**src/rtl/mcu_pkg.sv**
```systemverilog
// Shared types and constants for the multi-channel cipher MCU.
//   mcu_state_t    : controller state encoding (4-bit)
//   STATUS_*       : bit positions inside each channel's 4-bit status nibble
//   STATUS_RST     : per-channel status nibble after reset
//   idx_width()    : width of an index into n items, never less than 1
package mcu_pkg;

   typedef enum logic [3:0] {
      IDLE     = 4'd0,
      KEY_LOAD = 4'd1,
      KEY_WAIT = 4'd2,
      KEY_DONE = 4'd3,
      DATA_REQ = 4'd4,
      DATA_DEQ = 4'd5
   } mcu_state_t;

   localparam int unsigned STATUS_FULL_RX = 0;
   localparam int unsigned STATUS_TX_NE   = 1;
   localparam int unsigned STATUS_ENC     = 2;
   localparam int unsigned STATUS_KEYV    = 3;

   localparam logic [3:0] STATUS_RST = 4'b0100;

   function automatic int unsigned idx_width(input int unsigned n);
      return (n > 1) ? $clog2(n) : 1;
   endfunction

endpackage

```
**src/rtl/mcu_tag_fifo.sv**
```systemverilog
// Channel-tag FIFO: remembers which channel each in-flight cipher block came from.
// Ports:
//   clk, reset (sync, active-high)
//   push, push_data : enqueue a channel ID
//   pop             : dequeue the head (ignored when empty)
//   head            : oldest channel ID (valid only when !empty)
//   full, empty     : occupancy flags
// A push while full is accepted only if a pop happens in the same cycle.
module mcu_tag_fifo
   import mcu_pkg::*;
#(
   parameter int unsigned WIDTH = 1,
   parameter int unsigned DEPTH = 4,
   localparam int unsigned AW   = idx_width(DEPTH),
   localparam int unsigned CW   = $clog2(DEPTH + 1)
) (
   input  logic             clk,
   input  logic             reset,
   input  logic             push,
   input  logic [WIDTH-1:0] push_data,
   input  logic             pop,
   output logic [WIDTH-1:0] head,
   output logic             full,
   output logic             empty
);

   logic [WIDTH-1:0] mem [DEPTH];
   logic [AW-1:0]    wr_q, rd_q, wr_next, rd_next;
   logic [CW-1:0]    cnt_q;
   logic             do_push, do_pop;

   assign full    = (cnt_q == CW'(DEPTH));
   assign empty   = (cnt_q == '0);
   assign head    = mem[rd_q];
   assign do_pop  = pop && !empty;
   assign do_push = push && (!full || pop);

   assign wr_next = (wr_q == AW'(DEPTH - 1)) ? '0 : wr_q + 1'b1;
   assign rd_next = (rd_q == AW'(DEPTH - 1)) ? '0 : rd_q + 1'b1;

   always_ff @(posedge clk) begin
      if (reset) begin
         wr_q  <= '0;
         rd_q  <= '0;
         cnt_q <= '0;
      end else begin
         if (do_push) wr_q <= wr_next;
         if (do_pop)  rd_q <= rd_next;
         if (do_push && !do_pop) begin
            cnt_q <= cnt_q + 1'b1;
         end else if (do_pop && !do_push) begin
            cnt_q <= cnt_q - 1'b1;
         end
      end
   end

   // Payload storage needs no reset; head is only consumed when !empty.
   always_ff @(posedge clk) begin
      if (do_push) mem[wr_q] <= push_data;
   end

endmodule

```
**src/rtl/mcu_multi_ctrl.sv**
```systemverilog
// Multi-channel cipher MCU controller.
// Arbitrates NUM_CH Rx FIFOs round-robin into one cipher core, sequences key
// load/generation, keeps a per-channel encrypt/decrypt mode and routes each
// finished block to the Tx FIFO of the channel it came from.
// Ports:
//   clk, reset            : clock, synchronous active-high reset
//   key_in, key_ch        : key-load request and the Rx channel holding the key
//   generation_done       : key schedule complete
//   enc_pulse, dec_pulse  : per-channel mode set/clear (enc wins)
//   empty_rx, full_rx     : Rx FIFO flags;  empty_tx : Tx FIFO empty flags
//   accepted, data_done   : cipher core handshake
//   read_fifo, sel_ch     : block presented to core and its channel
//   rcv_deq, trans_enq    : one-hot Rx dequeue / Tx enqueue
//   mcu_key_in            : key-load strobe
//   is_encrypt, key_valid : per-channel mode, sticky key-ready flag
//   err                   : sticky watchdog error
//   status_bits           : registered {key_valid, enc, tx_not_empty, rx_full} per channel
// Build option: define MCU_TIMEOUT_EN to enable the DATA_REQ watchdog.
module mcu_multi_ctrl
   import mcu_pkg::*;
#(
   parameter int unsigned NUM_CH      = 2,
   parameter int unsigned KEYGEN_WAIT = 3,
   parameter int unsigned TAG_DEPTH   = 4,
   parameter int unsigned TIMEOUT_CYC = 16,
   localparam int unsigned CH_W       = idx_width(NUM_CH)
) (
   input  logic                  clk,
   input  logic                  reset,
   input  logic                  key_in,
   input  logic [CH_W-1:0]       key_ch,
   input  logic                  generation_done,
   input  logic [NUM_CH-1:0]     enc_pulse,
   input  logic [NUM_CH-1:0]     dec_pulse,
   input  logic [NUM_CH-1:0]     empty_rx,
   input  logic [NUM_CH-1:0]     full_rx,
   input  logic [NUM_CH-1:0]     empty_tx,
   input  logic                  accepted,
   input  logic                  data_done,
   output logic                  read_fifo,
   output logic [CH_W-1:0]       sel_ch,
   output logic [NUM_CH-1:0]     rcv_deq,
   output logic [NUM_CH-1:0]     trans_enq,
   output logic                  mcu_key_in,
   output logic [NUM_CH-1:0]     is_encrypt,
   output logic                  key_valid,
   output logic                  err,
   output logic [4*NUM_CH-1:0]   status_bits
);

   localparam int unsigned WAIT_W = idx_width(KEYGEN_WAIT);

   if (NUM_CH < 1) begin : g_bad_num_ch
      $error("NUM_CH must be at least 1");
   end
   if (KEYGEN_WAIT < 1) begin : g_bad_keygen_wait
      $error("KEYGEN_WAIT must be at least 1");
   end
   if ((TAG_DEPTH == 0) || ((TAG_DEPTH & (TAG_DEPTH - 1)) != 0)) begin : g_bad_tag_depth
      $error("TAG_DEPTH must be a power of 2");
   end
   if (TIMEOUT_CYC < 1) begin : g_bad_timeout
      $error("TIMEOUT_CYC must be at least 1");
   end

   mcu_state_t          state_q, state_d;
   logic [CH_W-1:0]     sel_ch_q, sel_ch_d, key_ch_q, key_ch_d, rr_ptr_q, rr_ptr_d, sel_next;
   logic [WAIT_W-1:0]   wait_q, wait_d;
   logic                key_valid_q, key_valid_d;
   logic [NUM_CH-1:0]   is_enc_q, is_enc_d;
   logic [4*NUM_CH-1:0] status_q, status_d;
   logic                tag_push, tag_pop, tag_full, tag_empty;
   logic [CH_W-1:0]     tag_head;
   logic [NUM_CH-1:0]   eligible;
   logic                pick_found;
   logic [CH_W-1:0]     pick_ch;
   logic                timeout;

`ifdef MCU_TIMEOUT_EN
   localparam int unsigned TO_W = idx_width(TIMEOUT_CYC);
   logic [TO_W-1:0] to_cnt_q, to_cnt_d;
   logic            err_q;

   assign timeout  = (state_q == DATA_REQ) && !accepted && (to_cnt_q == TO_W'(TIMEOUT_CYC - 1));
   // Counter restarts from zero on every entry into DATA_REQ.
   assign to_cnt_d = (state_q == DATA_REQ) ? to_cnt_q + 1'b1 : '0;

   always_ff @(posedge clk) begin
      if (reset) begin
         to_cnt_q <= '0;
         err_q    <= 1'b0;
      end else begin
         to_cnt_q <= to_cnt_d;
         if (timeout) err_q <= 1'b1;
      end
   end

   assign err = err_q;
`else
   assign timeout = 1'b0;
   assign err     = 1'b0;
`endif

   assign sel_next = (sel_ch_q == CH_W'(NUM_CH - 1)) ? '0 : sel_ch_q + 1'b1;
   assign eligible = ~empty_rx & {NUM_CH{key_valid_q && !tag_full}};

   // Round-robin: first eligible channel at or after rr_ptr, cyclically.
   always_comb begin
      int unsigned pos;
      pick_found = 1'b0;
      pick_ch    = '0;
      pos        = 0;
      for (int k = 0; k < NUM_CH; k++) begin
         pos = (32'(rr_ptr_q) + 32'(k)) % NUM_CH;
         if (!pick_found && eligible[pos[CH_W-1:0]]) begin
            pick_found = 1'b1;
            pick_ch    = pos[CH_W-1:0];
         end
      end
   end

   always_comb begin
      state_d     = state_q;
      sel_ch_d    = sel_ch_q;
      key_ch_d    = key_ch_q;
      rr_ptr_d    = rr_ptr_q;
      wait_d      = wait_q;
      key_valid_d = key_valid_q;
      unique case (state_q)
         IDLE: begin
            if (key_in) begin
               state_d  = KEY_LOAD;
               key_ch_d = key_ch;
            end else if (pick_found) begin
               state_d  = DATA_REQ;
               sel_ch_d = pick_ch;
            end
         end
         KEY_LOAD: begin
            wait_d  = WAIT_W'(KEYGEN_WAIT - 1);
            state_d = KEY_WAIT;
         end
         KEY_WAIT: begin
            if (wait_q == '0) begin
               state_d = KEY_DONE;
            end else begin
               wait_d = wait_q - 1'b1;
            end
         end
         KEY_DONE: begin
            if (generation_done) begin
               key_valid_d = 1'b1;
               state_d     = IDLE;
            end
         end
         DATA_REQ: begin
            if (accepted) begin
               state_d = DATA_DEQ;
            end else if (timeout) begin
               // Skip the stalled channel so others are not starved.
               state_d  = IDLE;
               rr_ptr_d = sel_next;
            end
         end
         DATA_DEQ: begin
            rr_ptr_d = sel_next;
            state_d  = IDLE;
         end
         default: state_d = IDLE;
      endcase
   end

   assign is_enc_d = (is_enc_q & ~dec_pulse) | enc_pulse;

   always_comb begin
      status_d = '0;
      for (int i = 0; i < NUM_CH; i++) begin
         status_d[4*i + STATUS_KEYV]    = key_valid_q;
         status_d[4*i + STATUS_ENC]     = is_enc_q[i];
         status_d[4*i + STATUS_TX_NE]   = !empty_tx[i];
         status_d[4*i + STATUS_FULL_RX] = full_rx[i];
      end
   end

   always_ff @(posedge clk) begin
      if (reset) begin
         state_q     <= IDLE;
         sel_ch_q    <= '0;
         key_ch_q    <= '0;
         rr_ptr_q    <= '0;
         wait_q      <= '0;
         key_valid_q <= 1'b0;
         is_enc_q    <= '1;
         status_q    <= {NUM_CH{STATUS_RST}};
      end else begin
         state_q     <= state_d;
         sel_ch_q    <= sel_ch_d;
         key_ch_q    <= key_ch_d;
         rr_ptr_q    <= rr_ptr_d;
         wait_q      <= wait_d;
         key_valid_q <= key_valid_d;
         is_enc_q    <= is_enc_d;
         status_q    <= status_d;
      end
   end

   assign tag_push = (state_q == DATA_DEQ);
   assign tag_pop  = data_done && !tag_empty;

   mcu_tag_fifo #(
      .WIDTH (CH_W),
      .DEPTH (TAG_DEPTH)
   ) u_tag_fifo (
      .clk       (clk),
      .reset     (reset),
      .push      (tag_push),
      .push_data (sel_ch_q),
      .pop       (tag_pop),
      .head      (tag_head),
      .full      (tag_full),
      .empty     (tag_empty)
   );

   always_comb begin
      rcv_deq = '0;
      if (state_q == KEY_LOAD) begin
         rcv_deq[key_ch_q] = 1'b1;
      end else if (state_q == DATA_DEQ) begin
         rcv_deq[sel_ch_q] = 1'b1;
      end
   end

   // Enqueue is combinational so the Tx write lines up with data_done.
   always_comb begin
      trans_enq = '0;
      if (tag_pop) trans_enq[tag_head] = 1'b1;
   end

   assign read_fifo   = (state_q == DATA_REQ);
   assign mcu_key_in  = (state_q == KEY_LOAD);
   assign sel_ch      = sel_ch_q;
   assign is_encrypt  = is_enc_q;
   assign key_valid   = key_valid_q;
   assign status_bits = status_q;

endmodule
```
**config.mk**
```make
export PLATFORM = sky130hd
export DESIGN_NAME = mcu_multi_ctrl
export DESIGN_NICKNAME = d
export VERILOG_FILES = /design/src/rtl/mcu_pkg.sv /design/src/rtl/mcu_tag_fifo.sv /design/src/rtl/mcu_multi_ctrl.sv
export SDC_FILE = /design/constraint.sdc
export NUM_CORES = 1
export LEC_CHECK = 0
export BUFFER_PORTS_ARGS = -buffer_cell sky130_fd_sc_hd__buf_2
export CAP_MARGIN = 15
export CORE_MARGIN = 3
export CORE_UTILIZATION = 40
export DETAILED_ROUTE_END_ITERATION = 8
export GPL_TIMING_DRIVEN = 0
export PLACE_DENSITY_LB_ADDON = 0.3
export SYNTH_ARGS = -nofsm -noshare
export SYNTH_HDL_FRONTEND = slang
export SYNTH_SLANG_ARGS = --single-unit
```
**constraint.sdc**
```tcl
create_clock -name clk -period 3 [get_ports clk]
set_input_delay 0.6 -clock clk [delete_from_list [all_inputs] [get_ports clk]]
set_output_delay 0.6 -clock clk [all_outputs]
set_load 0.005 [all_outputs]
```
# After elaboration in Yosys (flattened, before gate mapping)
# Memory sizes are Yosys's and may differ from the RTL's. A register that Yosys moved wholly into a read port is not among the register bits.
# Cells that the tools add are included.
[op_classes] muxes=34 n_reduce_logical=28 n_lt_le_gt_ge=8 n_addsub=7 n_eq_ne=13 bitwise_logic=6
[op_table] op="$mux W4" count=5
[op_table] op="$pmux W4 S5" count=1
[op_table] op="$mux W2" count=8
[op_table] op="$mux W1" count=14
[op_table] op="$logic_and A1 B1 Y1" count=10
[op_table] op="$lt A1 B2 Y1 const B" count=5
[op_table] op="$eq A4 B2 Y1 const B" count=2
[op_table] op="$eq A4 B3 Y1 const B" count=2
[op_table] op="$ne A2 B2 Y1 const B" count=4
[op_table] op="$logic_not A1 Y1" count=7
[op_table] op="$mux W3" count=2
[op_table] op="$reduce_and A2 Y1" count=3
[op_table] op="$add A2 B1 Y2 const B" count=2
[op_table] op="$and A2 B2 Y2" count=2
[op_table] op="$eq A2 B2 Y1 const B" count=2
[op_table] op="$eq A4 B1 Y1 const B" count=1
[op_table] op="$logic_not A4 Y1" count=1
[op_table] op="$not A2 Y2" count=2
[op_table] op="$pmux W2 S2" count=1
[op_table] op="$reduce_and A4 Y1" count=1
[op_table] op="$reduce_bool A2 Y1" count=2
[op_table] op="$add A3 B1 Y3 const B" count=1
[op_table] op="$demux W1 S1" count=3
[op_table] op="$eq A3 B3 Y1 const B" count=1
[op_table] op="other kinds (11)" count=14
[totals] register_bits=27 in_bits=17 n_memories=1 output_inout_bits=19 mem_bits_rw=4 word_cells=108
[mem_list] name="u_tag_fifo.mem" words=4 word_bits=1 rd=1 rd_clocked_by_memory_dff=1 wr=1 line_no="mcu_tag_fifo.sv:27" source="logic [WIDTH-1:0] mem [DEPTH];"

# Longest topological paths before layout
# Gate-level depths: netlist (run 1).
[depth] depth_word=13 depth_mapped=8

# Cells and area by module
# From an unflattened synthesis (run 1), not the netlist that was laid out.
[hier_totals] hier_cells=154 area_unflattened_um2=1487.7
[by_module_without_submodules] module="mcu_multi_ctrl" seq_area_each_um2=360.3 instances=1 cells_per_inst=101 area_per_inst_um2=842.1
[by_module_without_submodules] module="mcu_tag_fifo" seq_area_each_um2=300.3 instances=1 cells_per_inst=53 area_per_inst_um2=645.6

# Least setup slack after synthesis (run 1)
# No wires, ideal clock.
[synth_path] path_type="input to register" startpoint="input port data_done" endpoint="register u_tag_fifo.cnt_q[2]" path_buffers=0 required_time_ns=2.930 path_slack_ns=0.875 setup_ns=0.070 path_stages=8 arrival_time_ns=2.055 path_cell_list="nor4b_1 -> nor2_2 -> ha_1 -> inv_1 -> fa_1 -> xor2_1 -> or3_1 -> a21oi_1"
[synth_via] elab_chain_len=6
[synth_lines] element="start: declaration" line_no="mcu_multi_ctrl.sv:39" source="input logic data_done,"
[synth_lines] element="$logic_and A1 B1 Y1 *" line_no="mcu_multi_ctrl.sv:208" source="assign tag_pop = data_done && !tag_empty;"
[synth_lines] element="$logic_or A1 B1 Y1 *" line_no="mcu_tag_fifo.sv:36" source="assign do_push = push && (!full || pop);"
[synth_lines] element="$logic_and A1 B1 Y1 *" line_no="mcu_tag_fifo.sv:36"
[synth_lines] element="via u_tag_fifo.do_push" line_no="mcu_tag_fifo.sv:30" source="logic do_push, do_pop;"
[synth_lines] element="$logic_not A1 Y1" line_no="mcu_tag_fifo.sv:51" source="end else if (do_pop && !do_push) begin"
[synth_lines] element="$logic_and A1 B1 Y1" line_no="mcu_tag_fifo.sv:51"
[synth_lines] element="$reduce_bool A2 Y1 (no line)"
[synth_lines] element="end signal: assignment" line_no="mcu_tag_fifo.sv:50" source="cnt_q <= cnt_q + 1'b1;"
[synth_lines] element="end signal: assignment" line_no="mcu_tag_fifo.sv:52" source="cnt_q <= cnt_q - 1'b1;"
[synth_lines] element="end: declaration" line_no="mcu_tag_fifo.sv:29" source="logic [CW-1:0] cnt_q;"
# Mark *: on every way through the listed nets, which the timed path passes. The rest lies on a longest branch.
# A chain may end at the register's enable or synchronous reset.

# Worst setup path after layout (run 1)
[layout_path] startpoint="register state_q[1]" endpoint="register u_tag_fifo.cnt_q[2]"
[layout_via] elab_chain_len=5
[layout_lines] element="start: declaration" line_no="mcu_multi_ctrl.sv:66" source="mcu_state_t state_q, state_d;"
[layout_lines] element="start signal: assignment" line_no="mcu_multi_ctrl.sv:196" source="state_q <= state_d;"
[layout_lines] element="$eq A4 B3 Y1 *" line_no="mcu_multi_ctrl.sv:207" source="assign tag_push = (state_q == DATA_DEQ);"
[layout_lines] element="$logic_and A1 B1 Y1 *" line_no="mcu_tag_fifo.sv:36"
[layout_lines] element="via u_tag_fifo.do_push" line_no="mcu_tag_fifo.sv:30"
[layout_lines] element="$logic_not A1 Y1" line_no="mcu_tag_fifo.sv:51"
[layout_lines] element="$logic_and A1 B1 Y1" line_no="mcu_tag_fifo.sv:51"
[layout_lines] element="$reduce_bool A2 Y1 (no line)"
# Marked as above.

==> results.sh, run 1 <==
export IMPL_drcViolationCount=0
export IMPL_leakage_nw=0.750
export IMPL_portBuffers=33
export IMPL_busiest_layer="met2"
export IMPL_vias=1158
export IMPL_start_kind="flop"
export IMPL_gp_congestion=0.795
export IMPL_use_met3=0.0564
export IMPL_avgSynthCellArea_sq_um=9.56
export IMPL_chipWidth_um=65.5
export IMPL_fmax_mhz=432
export IMPL_setup_violations=0
export IMPL_clock_path_buffers=2
export IMPL_cts_tree="yes"
export IMPL_cellPowerDensity_nw_per_um2=633
export IMPL_vdd_ir_drop_worst_v=0.000294
export IMPL_fin_skew_ns=0.00413
export IMPL_syn_inst=148
export IMPL_hold_path_class="input port to flop"
export IMPL_htreeDepth=2
export IMPL_report_power_total_mw=1.08
export IMPL_path_clk_slew_ns=0.09
export IMPL_drive_gt1_frac=0.259
export IMPL_yosysMostFrequentCell="dfxtp_1"
export IMPL_dp_cells=225
export IMPL_grtUsageMet1=0.166
export IMPL_grt_setup_unrepaired="false"
export IMPL_required_ns=3.26
export IMPL_grt_first_pass_wirelength_um=4570
export IMPL_routed_wl_um=2800
export IMPL_antenna_found_initial=0
export IMPL_yosysWarnings=0
export IMPL_antenna_left=0
export IMPL_synth_top_area_cell="dfxtp_1"
export IMPL_finalInstanceArea_sq_um=1710
export IMPL_die_area_sq_um=4290
export IMPL_ios=36
export IMPL_ys_top_cells_by_count="dfxtp_1, nor2_1, inv_1, nor2b_1, o21ai_0"
export IMPL_grt_util_met2=0.223
export IMPL_drt_iter0_markers=44
export IMPL_cts_inserted_buffers=5
export IMPL_synth_top_area_share=0.382
export IMPL_synth_edf_count=4
export IMPL_netlist_area_sq_um=1420
export IMPL_crit_type="flop to flop"
export IMPL_cap_violations=0
export IMPL_hpwl_um=2130
export IMPL_postCtsSetupRepairBufs=0
export IMPL_first_pass_iters=5
export IMPL_syn2layout_area_growth_pct=21.0
export IMPL_die_y_um=65.5
export IMPL_antennaDiodeCount=0
export IMPL_num_rows=20
export IMPL_wire_per_inst_um=12.0
export IMPL_cts_resized=0
export IMPL_ys_seq_area_frac=0.467
export IMPL_clock_sinks=31
export IMPL_cts_root_buf="clkbuf_4"
export IMPL_fillers=335
export IMPL_crit_arrival_ns=2.58
export IMPL_ctsHoldBuffers=0
export IMPL_ys_ff_latch=31
export IMPL_synthTopCellsByArea="dfxtp_1, edfxtp_1, ha_1, nor2_1, mux2i_1"
export IMPL_stdcell_count=233
export IMPL_core_area_sq_um=3200
export IMPL_status="completed"
export IMPL_gr_total_overflow=0
export IMPL_clock_latency_ns=0.32
export IMPL_end_kind="flop"
export IMPL_hold_viol=0
export IMPL_fin_crit_sh=0.772
export IMPL_drv_slew=0
export IMPL_placed_area_sq_um=1640
export IMPL_async_flop_share=0
export IMPL_initial_utilization=0.442
export IMPL_tns_ns=0
export IMPL_synth_nets=173
export IMPL_synth_distinct_cells=37
export IMPL_crit_fanout=8
export IMPL_first_global_vias=1084
export IMPL_ys_flop_type="dfxtp_1"
export IMPL_finalCriticalPeriod_ns=2.32
export IMPL_grt_usage=0.141
export IMPL_vias_per_cell=4.97
export IMPL_grt_max_degree=11
export IMPL_fin_nets=213
[power breakdown]
part           internal [mW]  leakage [nW]  total (mW)  switching (mW)
registers              0.466         0.262       0.523          0.0564
logic                  0.129         0.445       0.250           0.121
clock network          0.171        0.0426       0.310           0.139
[worst paths after layout]
kind	slack, ns	cells after the start	startpoint	end
setup / recovery	0.68	8	state_q[1]$_SDFFE_PP0P_	u_tag_fifo.cnt_q[2]$_SDFFE_PP0P_
setup reg to reg	0.68	8	state_q[1]$_SDFFE_PP0P_	u_tag_fifo.cnt_q[2]$_SDFFE_PP0P_
hold reg to reg	0.48	1	is_encrypt[0]$_SDFF_PP1_	status_bits[2]$_SDFF_PP1_
hold / removal	0.42	2	empty_tx[0]	status_bits[1]$_SDFF_PP0_
[routing by layer]
layer / routed length, um / vias to the layer above
li1: - / 573
met1: 1270 / 531
met2: 1270 / 47
met3: 224 / 7
met4: 41 / 0
met5: 0 / -
[metrics by stage]
stage               worst slack, ns   util  hold slack [ns]
global route                  0.553  0.534            0.397
CTS                           0.678  0.534            0.399
detailed placement            0.567  0.511            0.459
global placement              0.637  0.511            0.456
floorplan                     0.875      -            0.442
finish                        0.685  0.534            0.418
[cell type report]
cell class / instances / area, sq um / area share
Inverter: 9 / 33.8 / 0.0197
Buffer: 10 / 52.6 / 0.0307
Tap cell: 44 / 55.1 / 0.0322
Multi-Input combinational cell: 98 / 668 / 0.390
Timing Repair Buffer: 33 / 165 / 0.0965
Sequential cell: 31 / 661 / 0.386
Clock inverter: 3 / 38.8 / 0.0227
Clock buffer: 5 / 37.5 / 0.0219
[worst max-delay path: stages, from the launching register on]
cell and delay, ns:
dfxtp_1 0.38, nand3b_1 0.24, nor2_2 0.30, ha_1 0.23
inv_1 0.07, fa_1 0.39, xor2_1 0.18, or3_1 0.32
a21oi_1 0.14
[placed cells by master, fill, tap and decap left out, types with 3 or more instances in the layout]
master / synthesis / routed
buf_2: 0 / 33
dfxtp_1: 27 / 27
nor2_1: 23 / 23
inv_1: 9 / 9
nor2b_1: 8 / 8
o21ai_0: 8 / 8
ha_1: 7 / 7
mux2i_1: 6 / 6
clkbuf_1: 5 / 5
a21oi_1: 5 / 5
clkbuf_4: 0 / 5
and2_1: 4 / 4
buf_4: 4 / 4
edfxtp_1: 4 / 4
nor4b_1: 3 / 3
nand2b_1: 3 / 3
a31oi_1: 3 / 3
nor3_1: 3 / 3
[state kept, by name, summed over array words and instances, names as in the netlist, named ones only]
signal            cells
status_bits           7
u_tag_fifo.mem        4
state_q               3
u_tag_fifo.cnt_q      3
is_encrypt            2
u_tag_fifo.rd_q       2
u_tag_fifo.wr_q       2
wait_q                2
key_ch_q              1
key_valid             1
rr_ptr_q              1
sel_ch                1
[cells by family (layout without fill, tap and decap cells)]
logic type	count (synthesis)	after routing	share of synthesized area
AND/OR/NAND/NOR	57	57	0.216
flip-flops	31	31	0.467
AO/OA/AOI/OAI	23	23	0.107
buffers and inverters	19	60	0.0610
adder cells (fa/ha/maj)	8	8	0.0760
multiplexers	7	7	0.0584
XOR/XNOR	2	2	0.0124
other	1	1	0.00265
Note: power is estimated with default switching activity, not from simulation.
==> run 2, diff against run 1 <==
==> constraint.sdc (replaced) <==
create_clock -name clk -period 2 [get_ports clk]
set_input_delay 0.4 -clock clk [delete_from_list [all_inputs] [get_ports clk]]
set_output_delay 0.4 -clock clk [all_outputs]
set_load 0.005 [all_outputs]
==> results.sh, run 2 (synthesized netlist as in run 1, its figures left out) <==
export IMPL_grt_first_pass_wirelength_um=4690
export IMPL_final_common_cell="buf_2"
export IMPL_cp_top_family="simple AND/OR/NAND/NOR gates"
export IMPL_most_common_layout_cells="buf_2, nor2_1, dfxtp_1"
export IMPL_cts_inserted_buffers=5
export IMPL_clock_latency_ns=0.32
export IMPL_report_power_total_mw=1.55
export IMPL_drt_iter0_markers=19
export IMPL_cts_tree="yes"
export IMPL_fillers=331
export IMPL_hpwl_um=2070
export IMPL_finalCriticalPeriod_ns=1.93
export IMPL_p_seq_frac=0.519
export IMPL_fin_crit_sh=0.963
export IMPL_whs_ns=0.216
export IMPL_clock_sinks=31
export IMPL_vias=1143
export IMPL_gr_total_overflow=0
export IMPL_vias_per_cell=4.82
export IMPL_slowest_delay_ns=0.35
export IMPL_clock_path_buffers=2
export IMPL_power_switching_uw=475
export IMPL_pre_cts_slack_ns=-0.272
export IMPL_die_y_um=65.5
export IMPL_start_kind="flop"
export IMPL_antennaDiodeCount=0
export IMPL_antenna_found_initial=0
export IMPL_routed_wl_um=2840
export IMPL_worstMarginPinSlew_ns=0.518
export IMPL_crit_arrival_ns=2.17
export IMPL_vdd_ir_drop_worst_v=0.000341
export IMPL_cts_root_buf="clkbuf_4"
export IMPL_core_area_sq_um=3200
export IMPL_chipWidth_um=65.5
export IMPL_grt_usage=0.145
export IMPL_intPower_mw=1.08
export IMPL_first_pass_iters=4
export IMPL_setup_violations=0
export IMPL_num_rows=20
export IMPL_cpMaxStageDelayCell="dfxtp_4"
export IMPL_cap_violations=0
export IMPL_end_kind="flop"
export IMPL_die_area_sq_um=4290
export IMPL_tns_ns=0
export IMPL_fin_util=0.552
export IMPL_crit_fanout=2
export IMPL_fmax_mhz=519
export IMPL_syn2layout_area_growth_pct=24.8
export IMPL_ios=36
export IMPL_grt_max_degree=11
export IMPL_fin_skew_ns=0.00879
export IMPL_cellPowerDensity_nw_per_um2=879
export IMPL_p_clk_frac=0.208
export IMPL_dp_cells=225
export IMPL_hold_path_class="input port to flop"
export IMPL_leakage_nw=0.766
export IMPL_comb_power_share=0.273
export IMPL_stdcell_count=237
export IMPL_hold_viol=0
export IMPL_first_global_vias=1135
export IMPL_drive_gt1_frac=0.321
export IMPL_portBuffers=33
export IMPL_crit_buf_inv=1
export IMPL_finalInstanceArea_sq_um=1770
export IMPL_required_ns=2.25
export IMPL_fin_nets=218
export IMPL_relSlewSlack=0.650
export IMPL_status="completed"
export IMPL_crit_type="flop to flop"
export IMPL_drv_slew=0
export IMPL_switching_share=0.306
export IMPL_htreeDepth=2
export IMPL_wire_per_inst_um=12.0
export IMPL_largest_reg_flops=7
export IMPL_path_clk_slew_ns=0.09
export IMPL_gp_congestion=0.787
export IMPL_initial_utilization=0.442
export IMPL_placed_area_sq_um=1640
export IMPL_worst_slack_ns=0.0747
export IMPL_worstPathCellList="nand3b_1 > nor2_4 > ha_4 > inv_1 > fa_2 > xor2_1 > or3_1 > a21oi_1"
export IMPL_drcViolationCount=0
export IMPL_antenna_left=0
## run 2: final timing paths
| check | start | end | slack (ns) | depth (start not counted) |
|---|---|---|---|---|
| worst max-delay path | state_q[1]$_SDFFE_PP0P_ | u_tag_fifo.cnt_q[2]$_SDFFE_PP0P_ | 0.07 | 8 |
| worst min-delay path | empty_tx[0] | status_bits[1]$_SDFF_PP0_ | 0.22 | 2 |
| worst max register to register | state_q[1]$_SDFFE_PP0P_ | u_tag_fifo.cnt_q[2]$_SDFFE_PP0P_ | 0.07 | 8 |
| worst min register to register | is_encrypt[0]$_SDFF_PP1_ | is_encrypt[0]$_SDFF_PP1_ | 0.48 | 2 |
## run 2: timing repair
action / in CTS / in global routing
gates resized for setup: 7 / 6
buffers inserted: 4 / 1
endpoints found under the setup margin: 3 / 2
pin swaps: 3 / 4
hold buffers: 0 / 0
## run 2: final cells by class
cell class              count  area [sq um]  area share
well taps                  44          55.1      0.0312
clock buffers               7          45.0      0.0255
multi-input cells          98           703       0.398
plain buffers              10          53.8      0.0305
inverters                   9          33.8      0.0191
repair buffers             38           203       0.115
flip-flops and latches     31           673       0.381
## run 2: power by group through the flow
| stage | Clock, mW | Sequential (mW) | Combinational (mW) |
|---|---|---|---|
| after floorplan | 0 | 0.785 | 0.278 |
| after global placement | 0 | 0.795 | 0.348 |
| after detailed placement | 0 | 0.798 | 0.370 |
| after CTS | 0.338 | 0.788 | 0.405 |
| after global routing | 0.363 | 0.821 | 0.477 |
| final | 0.323 | 0.805 | 0.424 |
## run 2: metal layers
metal  GRT usage  share of wire  vias up
met4      0.0699          0.014        0
met2       0.247           0.48       33
met5           0              0        -
met3      0.0530          0.066        4
li1            -              -      588
met1       0.160           0.44      518
